### config.mk
export PLATFORM = sky130hd
export DESIGN_NAME = shift_sipo
export DESIGN_NICKNAME = d
export VERILOG_FILES = /design/src/rtl/shift_sipo.sv
export SDC_FILE = /design/constraint.sdc
export NUM_CORES = 1
export LEC_CHECK = 0
export ABC_AREA = 1
export CAP_MARGIN = 5
export CORE_AREA = 2 2 39 41
export DETAILED_ROUTE_END_ITERATION = 10
export DIE_AREA = 0 0 41 43
export PLACE_DENSITY = 0.49
export SYNTH_ARGS = -nofsm -noshare
export SYNTH_HDL_FRONTEND = slang
export SYNTH_SLANG_ARGS = --single-unit
### constraint.sdc
create_clock -name clk -period 0.8 [get_ports clk]
set_clock_uncertainty 0.1 [all_clocks]
set_input_delay 0.08 -clock clk [delete_from_list [all_inputs] [get_ports clk]]
set_output_delay 0.08 -clock clk [all_outputs]
set_load 0.03 [all_outputs]
### src/rtl/shift_sipo.sv
// Serial-in, parallel-out shift register with a word-boundary counter.
// One bit is sampled per rising edge; word_valid strobes for one cycle each
// time WIDTH new bits have been collected since reset.
module shift_sipo #(
  parameter int unsigned WIDTH  = 4,
  parameter bit          LSB_IN = 1'b1
) (
  input  logic                     clk,
  input  logic                     rst,
  input  logic                     s_in,
  output logic [WIDTH-1:0]         q_out,
  output logic                     word_valid,
  output logic [$clog2(WIDTH)-1:0] bit_cnt
);

  localparam int unsigned CntW = $clog2(WIDTH);
  localparam logic [CntW-1:0] CntMax = CntW'(WIDTH - 1);
  localparam logic [CntW-1:0] CntOne = CntW'(1);

  // Reject unsupported widths at elaboration time.
  if (WIDTH < 2 || WIDTH > 32) begin : gen_bad_width
    $error("shift_sipo: WIDTH must be in 2..32");
  end

  logic [WIDTH-1:0] shift_q, shift_d;
  logic [CntW-1:0]  cnt_q, cnt_d;
  logic             valid_q, valid_d;
  logic             cnt_last;

  // Next shift-register contents; the entry end is chosen by LSB_IN.
  always_comb begin
    shift_d = shift_q;
    if (LSB_IN) begin
      shift_d = {shift_q[WIDTH-2:0], s_in};
    end else begin
      shift_d = {s_in, shift_q[WIDTH-1:1]};
    end
  end

  // Bit counter wraps after WIDTH bits; the wrap edge raises word_valid.
  always_comb begin
    cnt_last = (cnt_q == CntMax);
    cnt_d    = cnt_last ? '0 : cnt_q + CntOne;
    valid_d  = cnt_last;
  end

  // State registers; reset clears the partial word and restarts the count.
  always_ff @(posedge clk or posedge rst) begin
    if (rst) begin
      shift_q <= '0;
      cnt_q   <= '0;
      valid_q <= 1'b0;
    end else begin
      shift_q <= shift_d;
      cnt_q   <= cnt_d;
      valid_q <= valid_d;
    end
  end

  // All outputs come straight from flops.
  assign q_out      = shift_q;
  assign bit_cnt    = cnt_q;
  assign word_valid = valid_q;

endmodule

==> metrics.csv <==
metric,value,unit
drc,0,
cts_root_buf,clkbuf_4,
antenna_left,0,
cts_buffers,3,
crit_fanout,2,
synth_nets,14,
fillers,139,
ff2ff_path_depth,2,
timing.rr.start,bit_cnt[0]$_DFF_PP0_,
final_cells,42,
drive_gt1_frac,0.615,
syn_inst,10,
critPathBufInv,1,
grt_first_pass_wirelength,662,um
crit_path_end_kind,output port,
irDropWorstVdd,0.000676,V
postSynthAreaPerCell,19.5,um^2
status,"finished, violations left",
synth_seq_area_share,0.897,
tns,-1520,ps
crit_required,620,ps
slew_violations,0,
start_util,0.141,
overflow,0,
start_kind,flip-flop,
core_area,1380,um^2
worstSkewPairLatency,250,ps
via_per_inst,3.38,
cts.clk_slew.worst_paths,50,ps
post_drt_wl_per_cell,9.02,um
synthToLayoutAreaGrowth,97.4,%
fp.dieH,43,um
synth.top_cell.area_share,0.897,
place_inst,35,
grt_max_degree,8,
period_minus_slack,983,ps
hold_class,input port to async pin,
slew_headroom,0.836,
firstDrtPassIters,1,
critPathMaxStageDelay,410,ps
yosys_register_bits,7,
wl,379,um
grtUsageTotal,0.0690,
cts_max_path_buffers,2,
period_share,1.23,
violations,"hold timing, setup timing",
rsz0062_at_grt,true,
via_count,142,
syn-cell-area,195,um^2
tightest_slew,245,ps
dieArea,1760,um^2
maxCapViolCount,0,
stdcell_area,385,um^2
max_freq,1020,MHz
dp_hpwl,247,um
crit_path_cell_trace,buf_6,
yosysTopAreaCell,dfrtp_1,
path_delay_family,flip-flops,
cts_sinks,7,
ys_types,4,
synth_area_leaders,"dfrtp_1 90%, ha_1 6.4%, inv_1 1.9%, nor2_1 1.9%",
cp_slowest_cell,dfrtp_2,
top_level_ports,10,
grt_pass1_vias,145,
h-tree-depth,1,
cts_tree,built,
setup_viol,10,
routabilityCongestion,0.506,
cellPowerDensity,1940,nW/um^2
timing.final.ws_setup,-183,ps
reg2reg_slack,-160,ps
rr_endpoint,bit_cnt[1]$_DFF_PP0_,
finalNetCount,31,
yosysWarnings,0,
power_leakage,0.180,nW
io_buffers,9,
antenna_found_initial,0,
drt_iter0_markers,0,
rows,14,
crit_arrival,800,ps
crit_type,flip-flop to output port,
whs,-53.4,ps
place_area,303,um^2
hold_violations,7,
dieWidth,41,um
insertedDiodeCount,0,
==> stage by stage <==
stage | util | power (mW) | setup slack (ps)
2_1_floorplan | - | 0.402 | -136
4_1_cts | 0.273 | 0.763 | -185
3_3_place_gp | 0.219 | 0.429 | -46.8
3_5_place_dp | 0.219 | 0.430 | -54.3
6_report | 0.278 | 0.748 | -183
5_1_grt | 0.278 | 0.811 | -217
==> Yosys cell counts <==
master   instances
dfrtp_1          7
ha_1             1
inv_1            1
nor2_1           1
==> what timing repair did <==
item,CTS,global route
resized for setup,9,0
setup buffers,2,1
cloned,0,0
endpoints found under the hold margin,7,7
setup endpoints to repair,9,10
pin swaps,1,2
==> cells by family after synthesis <==
| group | synth area share |
|---|---|
| flops | 0.897 |
| fa+ha+maj | 0.0641 |
| buf+inv | 0.0192 |
| simple gates | 0.0192 |
==> worst max-delay path by stage <==
stage                    startpoint                   end  slack (ps)  cells past startpoint
6_report       bit_cnt[0]$_DFF_PP0_            bit_cnt[0]        -180                      1
4_1_cts          q_out[1]$_DFF_PP0_              q_out[1]        -190                      1
3_3_place_gp   bit_cnt[1]$_DFF_PP0_  bit_cnt[1]$_DFF_PP0_         -50                      1
3_5_place_dp   bit_cnt[1]$_DFF_PP0_  bit_cnt[1]$_DFF_PP0_         -50                      1
2_1_floorplan  bit_cnt[1]$_DFF_PP0_  bit_cnt[1]$_DFF_PP0_        -140                      1
5_1_grt          q_out[1]$_DFF_PP0_              q_out[1]        -220                      1
==> layer usage <==
layer  vias up  global-route usage  routed length [um]
met5         -                   0                   0
met4         0              0.0400                  12
met3         2              0.0942                  82
met2        14              0.0844                 156
met1        63              0.0567                 128
li1         63                   -                   -
==> cell type report <==
type / count / area (um^2) / area share
Sequential cell: 7 / 178 / 0.461
Timing Repair Buffer: 12 / 129 / 0.334
Multi-Input combinational cell: 2 / 28.8 / 0.0747
Clock buffer: 4 / 26.3 / 0.0682
Tap cell: 16 / 20.0 / 0.0519
Inverter: 1 / 3.75 / 0.00974
==> registers in the layout, indices dropped and copies added, names as in the netlist <==
signal,flops
q_out,4
bit_cnt,2
word_valid,1
==> cells in the final DEF (no fill, tap or decap) <==
cell and n:
dfrtp_2 2, clkdlybuf4s50_1 2, nor2_1 1, inv_1 1
buf_6 9, buf_4 1, dfrtp_1 5, clkbuf_1 1
ha_4 1, clkbuf_4 3
==> where the power goes <==
part | switching [mW] | total [mW] | internal, mW
logic | 0.0324 | 0.0604 | 0.0279
clock network | 0.124 | 0.314 | 0.190
registers | 0.00761 | 0.373 | 0.365
(Power assumes the default switching activity.)
